### config.mk
export PLATFORM = sky130hd
export DESIGN_NAME = alu_core_flat
export DESIGN_NICKNAME = d
export VERILOG_FILES = /design/src/rtl/alu_core_if.sv /design/src/rtl/alu_core.sv /design/src/flat_wrapper.sv
export SDC_FILE = /design/constraint.sdc
export NUM_CORES = 1
export LEC_CHECK = 0
export BUFFER_PORTS_ARGS = -buffer_cell sky130_fd_sc_hd__buf_2
export CORE_MARGIN = 2
export CORE_UTILIZATION = 45
export CTS_BUF_LIST = sky130_fd_sc_hd__clkbuf_16
export DETAILED_ROUTE_END_ITERATION = 12
export PLACE_DENSITY_LB_ADDON = 0.3
export SLEW_MARGIN = 20
export SYNTH_ARGS = -nofsm -noshare
export SYNTH_HDL_FRONTEND = slang
export SYNTH_SLANG_ARGS = --single-unit
### constraint.sdc
create_clock -name clk -period 10 [get_ports clk]
set_input_delay 1.5 -clock clk [delete_from_list [all_inputs] [get_ports clk]]
set_output_delay 1.5 -clock clk [all_outputs]
set_load 0.005 [all_outputs]
### src/rtl/alu_core_if.sv
// Operand/op bus into the datapath ALU and the registered result/flags back out.
interface alu_core_if #(parameter int WIDTH = 8);
    logic [2:0]       alu_op;
    logic [2:0]       source_sel;
    logic [5:0]       ins_immediate;
    logic [5:0]       pc;
    logic [WIDTH-1:0] reg_sr1_out;
    logic [WIDTH-1:0] reg_sr2_out;
    logic [WIDTH-1:0] result;
    logic             negative;
    logic             zero;
    logic             positive;

    modport master (
        output alu_op, source_sel, ins_immediate, pc, reg_sr1_out, reg_sr2_out,
        input  result, negative, zero, positive
    );
    modport slave (
        input  alu_op, source_sel, ins_immediate, pc, reg_sr1_out, reg_sr2_out,
        output result, negative, zero, positive
    );
endinterface

### src/rtl/alu_core.sv
// 8-bit LC-style ALU: ADD/AND/NOT/PASS over reg, imm or PC operands,
// result and N/Z/P flags registered with one-cycle latency.
module alu_core #(
    parameter int WIDTH = 8
) (
    input  logic        clk,
    input  logic        rst_n,
    alu_core_if.slave   bus
);
    localparam logic [2:0] OP_ADD  = 3'd0;
    localparam logic [2:0] OP_AND  = 3'd1;
    localparam logic [2:0] OP_NOT  = 3'd2;
    localparam logic [2:0] OP_PASS = 3'd3;

    localparam logic [2:0] SEL_IMM = 3'd0;
    localparam logic [2:0] SEL_PC  = 3'd1;
    localparam logic [2:0] SEL_REG = 3'd2;

    logic [WIDTH-1:0] imm5, imm6, pc8;
    logic [WIDTH-1:0] op_a, op_b, res_d;
    logic [WIDTH-1:0] result_q;
    logic             neg_q, zero_q, pos_q;

    assign imm5 = {{(WIDTH-5){bus.ins_immediate[4]}}, bus.ins_immediate[4:0]};
    assign imm6 = {{(WIDTH-6){bus.ins_immediate[5]}}, bus.ins_immediate[5:0]};
    assign pc8  = {{(WIDTH-6){1'b0}}, bus.pc};

    always_comb begin
        op_a = bus.reg_sr1_out;
        op_b = '0;
        case (bus.source_sel)
            SEL_IMM: op_b = imm5;
            SEL_PC:  begin op_a = pc8; op_b = imm6; end
            SEL_REG: op_b = bus.reg_sr2_out;
            default: op_b = '0;
        endcase
    end

    always_comb begin
        res_d = '0;
        case (bus.alu_op)
            OP_ADD:  res_d = op_a + op_b;
            OP_AND:  res_d = op_a & op_b;
            // Register-form NOT inverts SR1; every other source inverts B (NOTI gives ~imm5).
            OP_NOT:  res_d = (bus.source_sel == SEL_REG) ? ~bus.reg_sr1_out : ~op_b;
            OP_PASS: res_d = op_b;
            default: res_d = '0;
        endcase
    end

    always_ff @(posedge clk) begin
        if (!rst_n) begin
            result_q <= '0;
            neg_q    <= 1'b0;
            zero_q   <= 1'b1;
            pos_q    <= 1'b0;
        end else begin
            result_q <= res_d;
            neg_q    <= res_d[WIDTH-1];
            zero_q   <= (res_d == '0);
            pos_q    <= !res_d[WIDTH-1] && (res_d != '0);
        end
    end

    assign bus.result   = result_q;
    assign bus.negative = neg_q;
    assign bus.zero     = zero_q;
    assign bus.positive = pos_q;
endmodule

### src/flat_wrapper.sv
// flat-port wrapper written by rule: the top's interface ports become plain ports
module alu_core_flat 
#(
    parameter int WIDTH = 8
)
  (clk, rst_n, bus_alu_op, bus_source_sel, bus_ins_immediate, bus_pc, bus_reg_sr1_out, bus_reg_sr2_out, bus_result, bus_negative, bus_zero, bus_positive);
  alu_core_if #(.WIDTH(WIDTH)) bus_i ();
  input  logic clk;
  input  logic rst_n;
  input wire logic [$bits(bus_i.alu_op)-1:0] bus_alu_op;
  input wire logic [$bits(bus_i.source_sel)-1:0] bus_source_sel;
  input wire logic [$bits(bus_i.ins_immediate)-1:0] bus_ins_immediate;
  input wire logic [$bits(bus_i.pc)-1:0] bus_pc;
  input wire logic [$bits(bus_i.reg_sr1_out)-1:0] bus_reg_sr1_out;
  input wire logic [$bits(bus_i.reg_sr2_out)-1:0] bus_reg_sr2_out;
  output wire logic [$bits(bus_i.result)-1:0] bus_result;
  output wire logic [$bits(bus_i.negative)-1:0] bus_negative;
  output wire logic [$bits(bus_i.zero)-1:0] bus_zero;
  output wire logic [$bits(bus_i.positive)-1:0] bus_positive;
  assign bus_i.alu_op = bus_alu_op;
  assign bus_i.source_sel = bus_source_sel;
  assign bus_i.ins_immediate = bus_ins_immediate;
  assign bus_i.pc = bus_pc;
  assign bus_i.reg_sr1_out = bus_reg_sr1_out;
  assign bus_i.reg_sr2_out = bus_reg_sr2_out;
  assign bus_result = bus_i.result;
  assign bus_negative = bus_i.negative;
  assign bus_zero = bus_i.zero;
  assign bus_positive = bus_i.positive;
  alu_core #(.WIDTH(WIDTH)) u_core (.clk(clk), .rst_n(rst_n), .bus(bus_i));
endmodule
==> results of run 1 <==
==> layer usage <==
metal | routed length [um] | part of all wire, %
met1 | 1447 | 42
met5 | 0 | 0
met4 | 38 | 1.1
met3 | 232 | 6.7
met2 | 1760 | 51
==> worst min-delay path, delay by kind of cell <==
| family | cells | cell delay, ns |
|---|---|---|
| and+or+nand+nor | 2 | 0.30 |
| buffers and inverters | 1 | 0.07 |
==> sequential cells by signal, indices dropped and copies added, names as in the netlist <==
| signal | flops |
|---|---|
| u_core.bus.negative | 1 |
| u_core.bus.zero | 1 |
| u_core.bus.positive | 1 |
| u_core.bus.result | 7 |
==> final cells by class <==
| type | count | share of cell area (%) |
|---|---|---|
| clock inverter | 1 | 0.2498 |
| inverter | 6 | 1.499 |
| multi-input combinational | 126 | 62.11 |
| tap | 30 | 2.498 |
| timing repair buffer | 46 | 15.32 |
| clock buffer | 3 | 4.996 |
| sequential | 10 | 13.32 |
==> metrics by stage <==
step / cells / worst slack, ns / instance area [um2]
2_1_floorplan: 150 / 5.370 / 1204
5_1_grt: 222 / 4.933 / 1503
6_report: 222 / 5.118 / 1503
3_3_place_gp: 218 / 5.048 / 1424
3_5_place_dp: 218 / 4.913 / 1424
4_1_cts: 222 / 5.164 / 1503
==> power by group through the flow <==
stage | clock, mW | sequential [mW] | combinational, mW
after floorplan | 0 | 0.0433 | 0.0388
after global placement | 0 | 0.0429 | 0.0541
after detailed placement | 0 | 0.0430 | 0.0559
after CTS | 0.0714 | 0.0423 | 0.0562
after global routing | 0.0737 | 0.0424 | 0.0623
final | 0.0691 | 0.0423 | 0.0570
==> worst max path at each step <==
stage                                endpoint               from  cells past startpoint
2_1_floorplan  u_core.bus.positive$_SDFF_PN0_  bus_source_sel[1]                     12
3_3_place_gp   u_core.bus.positive$_SDFF_PN0_  bus_source_sel[2]                     12
3_5_place_dp   u_core.bus.positive$_SDFF_PN0_  bus_source_sel[2]                     12
4_1_cts        u_core.bus.positive$_SDFF_PN0_  bus_source_sel[2]                     12
5_1_grt        u_core.bus.positive$_SDFF_PN0_  bus_source_sel[2]                     12
6_report       u_core.bus.positive$_SDFF_PN0_  bus_source_sel[2]                     12
==> cells by family (layout without fill, tap and decap cells) <==
| logic type | after synthesis | after routing | synth area share [%] |
|---|---|---|---|
| buf+inv | 14 | 56 | 5.820 |
| mux | 12 | 12 | 10.81 |
| simple gates | 59 | 59 | 27.03 |
| xor+xnor | 2 | 2 | 1.456 |
| compound gates | 44 | 44 | 28.27 |
| flops | 10 | 10 | 16.63 |
| fa+ha+maj | 9 | 9 | 9.980 |
==> cells in the final DEF, fill, tap and decap left out, drive strengths merged, types with 5 or more instances in the layout <==
cell type | synthesis | routed
inv | 6 | 6
nand2b | 5 | 5
mux2 | 8 | 8
a221oi | 5 | 5
a211oi | 10 | 10
dfxtp | 10 | 10
ha | 8 | 8
nor2 | 16 | 16
a21oi | 8 | 8
nand2 | 10 | 10
buf | 4 | 46
==> results.txt, run 1 <==
The top-area cell type share of the netlist area came out at 16.63%. TritonCTS built the clock tree. The growth of design area from synthesis to finish is 24.84%. The net switching power came out at 0.04819 mW. After filler insertion, the fill cell instance count of the layout stands at 227. For hold timing, the worst endpoint is u_core.bus.result[3]$_SDFF_PN0_. The post-synth design cell area came out at 1204 um2. The share of total power dissipated in the clock network is 41.0%. The total area of multi-input combinational cells came out at 933.4 um2. The number of enable-type register cells in the synthesized netlist came out at 0. For this run, the detailed router's first-pass iteration total came to 4. The overall power came out at 0.1684 mW. The average detailed-routed wire length per instance is 15.67 um.

The antenna diode count is 0. The number of buffers inserted by post-CTS setup repair came out at 0. The delay of the slowest cell on the worst path is 0.44 ns.

The clock-pin transition on the worst setup and hold timing paths came out at 0.04 ns. The worst hold slack came out at 1.680 ns. The width of the die came out at 55.72 um.

The critical path is of the input port to flop type. The first global-routing pass estimated 5568 um of wire. After detailed routing, the number of vias per cell comes to 6.036. The most used flip-flop cell after synthesis is sky130_fd_sc_hd__dfxtp_1. The number of standard cells after synthesis came out at 150. The largest individual stage delay along the critical path comes from the cell sky130_fd_sc_hd__a311oi_1. The final-layout setup total negative slack came out at 0 ns. The met1 layer usage reported by global route is 26.70%. The die covers 3105 um2. Dividing total power by cell area gives a power density of 112.1 nW/um2. The slew at the pin closest to its max-slew limit came out at 0.7919 ns. The number of setup violations in the final report is 0.

The height of the chip came out at 55.72 um. The worst hold path begins at rst_n. The synthesized netlist net count came out at 195. The number of global-route vias before repair was 1251. At the end of the flow the core is filled with cells to 60.11%. The worst setup path is launched from an input port.

The number of nets with antenna violations after detailed routing is 0. The mean area per synthesized cell is 8.024 um2. The max-slew violation count is 0. In this run the tightest slew margin relative to its limit is 46.80%. The maximum vdd drop came out at 0.1579 mV. The signal arrival time at the worst endpoint came out at 5.03 ns. After global routing the overflow that remains totals 0. The number of cells traversed by the worst hold path is 3. The via count came out at 1340. The congestion estimate from routability-driven global placement came to 0.9022. Setup repair after global routing left no endpoint under its margin. The total clock buffers created by CTS is 3. The most frequent cell on the critical path is sky130_fd_sc_hd__nor2_1. The class of the most critical hold timing path is input port to flop.

Yosys printed 0 warnings. The flow ran to the end, and the final reports show no timing, DRC or antenna violations. The clock root buffer master is sky130_fd_sc_hd__clkbuf_16. The peak clock frequency supported by timing is 0.2048 GHz.

The register bit count reported by yosys came out at 10. Of all flip-flops after synthesis, the portion carrying an async set or reset was 0%. Buffers placed on the I/O ports in this run total 46.

The tool flagged a number of max-cap violations equal to 0. The clock sink count is 10. The deepest clock path buffer count came out at 2.

During I/O placement, the number of pins put on the boundary was 47. The portion of total power attributed to sequential cells is 25.1%. For this run, design rule violations remaining after detail routing come to 0. The number of endpoints with negative hold slack in the final report is 0. Of all nets on the critical path, the largest fanout is 13.

Data on the critical path is required at its endpoint by 10.14 ns. The placeable core area came out at 2500 um2. Global routing used 22.37% of the available tracks across all layers.

The biggest area contributor in the post-synthesis netlist is sky130_fd_sc_hd__dfxtp_1. The count of buffering cells on the critical path with inverters included came out at 1. The count of nets after finishing is 238. The total number of placement rows came out at 18.

The pin count of the biggest net entering global routing is 14. Global routing consumed, on the met3 layer, 5.581% of the routing resources. The netlist uses 48 different library cells. The share of synthesized area occupied by flip-flops and latches came out at 16.63%.

The initial antenna violation count came out at 0. The leakage power summed over all cells came out at 0.6843 nW. Cell internal power was estimated by the tool at 0.1202 mW. By area the synthesized netlist is led by sky130_fd_sc_hd__dfxtp_1 (17%), sky130_fd_sc_hd__ha_1 (8.3%), sky130_fd_sc_hd__mux2_2 (7.5%). The time the final worst path needs with I/O delays and setup is 4.882 ns. For this block, the routed nets add up to 3478 um of wire. The worst setup path is captured at a flop. Of the cells placed in the final design, the portion with a size suffix greater than 1 is 32.81%.

The half-perimeter wire length of the detailed placement result came out at 2829 um. The busiest layer in global routing is met2. The hold-fix buffer count after cts came out at 0. The part of the cycle the worst path needs is 48.82%. The cell with the most instances after synthesis is sky130_fd_sc_hd__nor2_1. In this run switching power makes up 28.61% of total power. The sequential cell area in the final layout is 200.2 um2. The post-CTS resize count came out at 0.

The cell family contributing the most delay on the critical path is simple AND/OR/NAND/NOR gates. Traced cell by cell, the critical path runs through buf_2, nor2_1, and2_1, mux2_2, ha_1, fa_1, a211oi_2, nor3b_1, or3b_1, a311oi_1, nor2_1, a211oi_1. In the synthesized netlist, the cells that appear most often are sky130_fd_sc_hd__nor2_1 (16), sky130_fd_sc_hd__dfxtp_1 (10), sky130_fd_sc_hd__nand2_1 (10). The initial utilization of the core area, before any placement, comes to 48.15%. CTS built an H-tree with a depth of 1. The detailed router finished its first iteration with 55 violations. The relative contribution of combinational cells to total power is 33.9%. The met2 demand-to-capacity share in global routing came out at 40.31%.
(Power assumes the default switching activity.)
==> run 2: changes to the inputs <==
clock period = 4.7 ns   (was 10 ns; I/O delays follow)
==> results.txt, run 2 (same netlist as run 1, synthesis figures left out) <==
The worst setup path is of the input port to flop kind. The floorplan die area came out at 3105 um2. The count of pins on the block boundary came out at 47. Once the floorplan was initialized, standard cells occupied 48.15% of the core. The half-perimeter wire length of the detailed placement result came out at 2823 um.

After clock tree synthesis, the clock-pin slew on the worst setup and hold paths is 0.04 ns. The initial DRC count came out at 45. The final-layout setup total negative slack came out at 0 ns. The relative max-transition margin is 48.14%. The count of buffering cells on the critical path with inverters included came out at 1. The type of element capturing the critical path is a flop. The number of buffers inserted by post-CTS setup repair came out at 0. The CTS H-tree depth came out at 1.

In the routed design, unresolved DRC markers number 0. The first TritonRoute pass finished after 4 iterations. The deepest clock path buffer count came out at 2.

For this design, the slowest cell found on the critical path is sky130_fd_sc_hd__fa_1. The leakage power summed over all cells came out at 0.6843 nW. Setup violations remaining at the end of the flow were counted as 0. Routed signal wires occupy layers up through met4.

The tree is rooted in a sky130_fd_sc_hd__clkbuf_16. The slew at the pin closest to its max-slew limit is 0.7720 ns. From bottom edge to top edge, the die measures 55.72 um. The number of endpoints with negative hold slack in the final report came out at 0. The delay of the slowest cell on the worst path is 0.43 ns. Across the VDD grid, the largest voltage drop is 0.3770 mV. Global routing used 22.47% of the available tracks. Counting every sink on the clock net gives 10. The multi-input combinational cells in the finished layout cover a total of 933.4 um2. For this block, wires on met1 add up to 1409 um. The max-slew violation count was 0. The internal power of the cells came out at 0.2559 mW.

Leaving out fill and tap cells, the most frequent cell in the layout is sky130_fd_sc_hd__buf_2. The TritonCTS clock tree is yes. The global placement routability congestion is 0.9022.

Power spread over the standard cell area amounts to 238.3 nW/um2. In the finished design, the share of the clock period the worst path needs comes to 85.65%. The relative contribution of combinational cells to total power came out at 33.6%. Counting stages on the worst path, the most repeated cell is sky130_fd_sc_hd__nor2_1. The average detailed-routed wire length per instance came out at 15.18 um. 0 antenna diodes ended up in the layout. The number of flip-flops under the largest register name is 7. The total clock buffers created by CTS is 3. The share of post-route cells with drive strength above 1 came out at 32.81%.

The sequential cell area in the final layout is 200.2 um2. The width of the die came out at 55.72 um. The met3 wire length is 203 um.

The total routed wirelength came out at 3371 um. The share of total power in the clock network is 41.3%. Walking the worst path, the cells encountered are buf_2, nor2_1, and2_1, mux2_2, ha_1, fa_1, a211oi_2, nor3b_1, or3b_1, a311oi_1, nor2_1, a211oi_1. The total overflow left after global routing is 0. The initial antenna violation count is 0. The run finished with clean final reports. Buffers inserted to repair hold after CTS numbered 0. The number of I/O port buffers is 46. The switching portion of total power is 28.55%. The first global-routing pass estimated 5637 um of wire. The number of cells traversed by the worst hold path is 3.

The growth of design area from synthesis to finish came out at 24.84%. The overall power came out at 0.3581 mW. The class of the most critical hold timing path is input port to flop. In the final design database the tool counted 238 nets. STA puts the critical path data arrival time at 4.17 ns. The net switching power is 0.1022 mW. The path with the worst hold slack has its endpoint at u_core.bus.result[2]$_SDFF_PN0_. The time the final worst path needs with I/O delays and setup is 4.026 ns. The peak clock frequency supported by timing came out at 0.2484 GHz. Once detail routing completed, the nets flagged for antenna violations numbered 0. Summed over all nets, wire length on met2 after detailed routing comes to 1743 um. Entering global routing, the biggest net connects 14 pins. The placeable core area came out at 2500 um2. Along the worst path, the maximum fanout reaches 13.

The gate family responsible for the most delay along the worst path is simple AND/OR/NAND/NOR gates. Setup repair after global routing left no endpoint under its margin. In this run the most critical hold path is launched from rst_n.

Per report_power, the sequential group accounts for 25.1% of the total. The post-detailed-route via-to-cell ratio is 6.054. The required arrival time at the worst endpoint came out at 4.85 ns.

The number of global-route vias before repair was 1251. Max-cap violations in this run came to 0. Summing over every cut layer, the via total after detailed routing is 1344. Leaving out fill and tap cells, the most frequent cells in the layout are sky130_fd_sc_hd__buf_2 (46), sky130_fd_sc_hd__nor2_1 (16), sky130_fd_sc_hd__nand2_1 (10), sky130_fd_sc_hd__dfxtp_1 (10), sky130_fd_sc_hd__a211oi_1 (9).

Gates resized during post-CTS repair numbered 0. Row generation in the floorplan step produced 18 rows. The number of inserted filler cells in the final layout is 222.

The startpoint type of the worst setup path is an input port.
==> run 2: worst max-delay path by stage <==
stage	start	to	cells after the start
detailed placement	bus_source_sel[2]	u_core.bus.positive$_SDFF_PN0_	12
global route	bus_source_sel[2]	u_core.bus.positive$_SDFF_PN0_	12
CTS	bus_source_sel[2]	u_core.bus.positive$_SDFF_PN0_	12
global placement	bus_source_sel[2]	u_core.bus.positive$_SDFF_PN0_	12
finish	bus_source_sel[2]	u_core.bus.positive$_SDFF_PN0_	12
floorplan	bus_source_sel[1]	u_core.bus.positive$_SDFF_PN0_	12
==> run 2: power by group through the flow <==
stage | Clock (mW) | Sequential, mW | Combinational (mW)
after floorplan | 0 | 0.0921 | 0.0825
after global placement | 0 | 0.0913 | 0.115
after detailed placement | 0 | 0.0914 | 0.119
after CTS | 0.150 | 0.0900 | 0.120
after global routing | 0.157 | 0.0902 | 0.133
final | 0.148 | 0.0900 | 0.120
==> run 2: through the flow <==
stage / hold WS [ns] / setup WS (ns) / instances / util, % / cell area (um2)
after global routing: 0.9166 / 0.4175 / 222 / 60.11 / 1503
after floorplan: 0.9892 / 0.8648 / 150 / - / 1204
after CTS: 0.8816 / 0.7060 / 222 / 60.11 / 1503
after global placement: 1.082 / 0.5431 / 218 / 56.96 / 1424
final: 0.8738 / 0.6743 / 222 / 60.11 / 1503
after detailed placement: 1.081 / 0.4555 / 218 / 56.96 / 1424
==> run 2: area by class of cell <==
cell class | instances | share of cell area (%)
multi-input cells | 126 | 62.11
repair buffers | 46 | 15.32
flip-flops and latches | 10 | 13.32
clock buffers | 3 | 4.996
well taps | 30 | 2.498
inverters | 6 | 1.499
clock inverters | 1 | 0.2498
==> run 2: layer usage <==
| layer | up-vias | GRT usage, % |
|---|---|---|
| li1 | 654 | - |
| met1 | 635 | 27.98 |
| met2 | 53 | 40.14 |
| met3 | 2 | 4.419 |
| met4 | 0 | 4.181 |
| met5 | - | 0 |
==> run 2: tightest hold or removal path, delay by kind of cell <==
family        cells  cell delay, ns
buf+inv           1            0.07
simple gates      2            0.29
==> run 3: changes to the inputs <==
CTS_BUF_LIST = sky130_fd_sc_hd__clkbuf_4 sky130_fd_sc_hd__clkbuf_8   (was sky130_fd_sc_hd__clkbuf_16)
RECOVER_POWER = 25   (was unset)
SKIP_CTS_REPAIR_TIMING = 1   (was unset)
==> results.txt, run 3 (same netlist as run 1, synthesis figures left out) <==
The flow ran to the end, and the final reports show no timing, DRC or antenna violations. The delay of the slowest cell on the worst path is 0.44 ns. The number of endpoints with negative hold slack in the final report is 0. The layout has 227 filler cells. The critical path start-end classification is input port to flop.

The aggregate global-route resource usage came out at 23.05%. Leaving out fill and tap cells, the most frequent cells in the layout are sky130_fd_sc_hd__buf_2 (46), sky130_fd_sc_hd__nor2_1 (16), sky130_fd_sc_hd__nand2_1 (10), sky130_fd_sc_hd__dfxtp_1 (10), sky130_fd_sc_hd__a211oi_1 (9). Sequential cells account for 31.1% of the total power. The count of pins on the block boundary came out at 47. The relative max-transition margin is 48.24%. The number of nets with antenna violations after detailed routing came out at 0.

The maximum net fanout on the critical path is 13. The slew at the pin closest to its max-slew limit is 0.7705 ns. The share of post-route cells with drive strength above 1 came out at 33.33%.

The clock root buffer master is sky130_fd_sc_hd__clkbuf_4. The part of the cycle the worst path needs came out at 84.70%. The effective utilization at floorplan came out at 48.15%. The via count came out at 1353. Counting stages on the worst path, the most repeated cell is sky130_fd_sc_hd__nor2_1. Routability-driven placement finished with a final weighted congestion of 0.9022. The most common library cell in the layout ignoring fill and taps is sky130_fd_sc_hd__buf_2.

The path class of the tightest hold or removal check is input port to flop. The initial DRC count came out at 42. Summed over all layers, the routed wires come to 3380 um. Signal routing reaches up to met4. Setup repair after global routing left no endpoint under its margin. TritonCTS built the clock tree. The total number of placement rows came out at 18.

The number of I/O port buffers came out at 46. The analysis attributes to net switching a power of 0.09624 mW. The number of flip-flops under the largest register name came out at 7.

The worst setup path is captured at a flop. The wire length of the first global-routing pass is 5671 um. The antenna diode count came out at 0. The max-slew violation count was 0. The share of the core filled with cells is 58.41%. Walking the worst path, the cells encountered are buf_2, nor2_1, and2_1, mux2_2, ha_1, fa_1, a211oi_2, nor3b_1, or3b_1, a311oi_1, nor2_1, a211oi_1. The required arrival time at the worst endpoint is 4.89 ns. STA classifies the critical path startpoint as an input port.

Detailed routing placed a total of 1735 um of wire on met2. The peak clock frequency supported by timing is 0.2512 GHz. The power per cell area came out at 196.9 nW/um2. The clock sink count is 10. The multi-input combinational cells in the finished layout cover a total of 933.4 um2. Entering global routing, the biggest net connects 14 pins. After clock tree synthesis, the clock-pin slew on the worst setup and hold paths is 0.06 ns. The final standard cell count with taps included and fillers excluded came out at 222. The number of global-route vias before repair is 1254. The half-perimeter wire length of the detailed placement result came out at 2823 um.

From synthesis to final layout, the design area changed by 21.31%. The switching portion of total power came out at 33.47%. The number of violations of the max-capacitance limit came out at 0. After detailed routing, the average wire length per cell comes to 15.23 um. In this run the number of H-tree levels came out at 1. Setup total negative slack on the finished layout was measured at 0 ns.

After detailed placement, the design holds a cell count of 218. Across the whole layout, storage elements account for 200.2 um2. In this run, the clock network consumes 27.1% of the power.

In this run the static leakage power is 0.6667 nW. The met1 wire length came out at 1380 um. The number of DRC violations after detailed routing came out at 0.

The post-detailed-route via-to-cell ratio came out at 6.095. The overflow left after global routing came out at 0. The floorplan die area came out at 3105 um2. The total clock buffers created by CTS is 3. The worst-case IR drop observed on VDD is 0.1967 mV. The total area inside the core boundary comes to 2500 um2. The width of the die is 55.72 um. The met3 wire length came out at 221 um. The relative contribution of combinational cells to total power is 41.8%.

The internal portion of the total power is 0.1913 mW. In this run the deepest clock path goes through 2 buffers. The first-pass iteration count of the detailed router came out at 4. Setup violations remaining at the end of the flow were counted as 0. The height of the chip is 55.72 um. The signal arrival time at the worst endpoint came out at 4.17 ns.

The initial antenna violation count is 0. The slowest stage of the critical path belongs to the cell sky130_fd_sc_hd__fa_1. The time the final worst path needs with I/O delays and setup is 3.981 ns.

In the final design database the tool counted 238 nets.
==> run 3: cell count changes in the layout (fill, tap and decap cells not counted) <==
cell	previous run	this run
sky130_fd_sc_hd__clkbuf_16	3	0
sky130_fd_sc_hd__clkbuf_4	0	3
sky130_fd_sc_hd__clkbuf_8	0	1
sky130_fd_sc_hd__clkinv_1	1	0
==> run 3: power by group through the flow <==
stage	Clock (mW)	Sequential [mW]	Combinational (mW)
2_1_floorplan	0	0.0921	0.0825
3_3_place_gp	0	0.0913	0.115
3_5_place_dp	0	0.0914	0.119
4_1_cts	0.0807	0.0895	0.120
5_1_grt	0.0850	0.0897	0.133
6_report	0.0780	0.0894	0.120
==> run 3: routing by layer <==
metal,vias up,GRT usage (%)
met1,641,28.13
met3,5,4.651
li1,653,-
met2,54,40.82
met5,-,0
met4,0,6.272
==> run 3: area by class of cell <==
cell class	count	area share, %
Tap cell	30	2.571
Sequential cell	10	13.71
Timing Repair Buffer	46	15.77
Multi-Input combinational cell	126	63.92
Clock buffer	4	2.485
Inverter	6	1.542
==> run 3: through the flow <==
stage | setup WS [ns] | cell area (um2) | total power [mW] | hold slack (ns)
2_1_floorplan | 0.8648 | 1204 | 0.1746 | 0.9892
3_3_place_gp | 0.5431 | 1424 | 0.2064 | 1.082
3_5_place_dp | 0.4555 | 1424 | 0.2107 | 1.081
4_1_cts | 0.7525 | 1460 | 0.2900 | 0.8395
5_1_grt | 0.4489 | 1460 | 0.3077 | 0.8749
6_report | 0.7190 | 1460 | 0.2876 | 0.8463
==> run 3: path summary, 6_finish.rpt <==
kind | startpoint | endpoint | slack [ns] | cells after the start
max | bus_source_sel[2] | u_core.bus.positive$_SDFF_PN0_ | 0.72 | 12
min | rst_n | u_core.bus.result[2]$_SDFF_PN0_ | 0.85 | 3
==> run 3: critical path, delay by kind of cell <==
| family | cells | cell delay [ns] |
|---|---|---|
| buffers and inverters | 1 | 0.18 |
| AO/OA/AOI/OAI | 3 | 0.90 |
| AND/OR/NAND/NOR | 5 | 1.36 |
| adder cells (fa/ha/maj) | 2 | 0.66 |
| multiplexers | 1 | 0.38 |
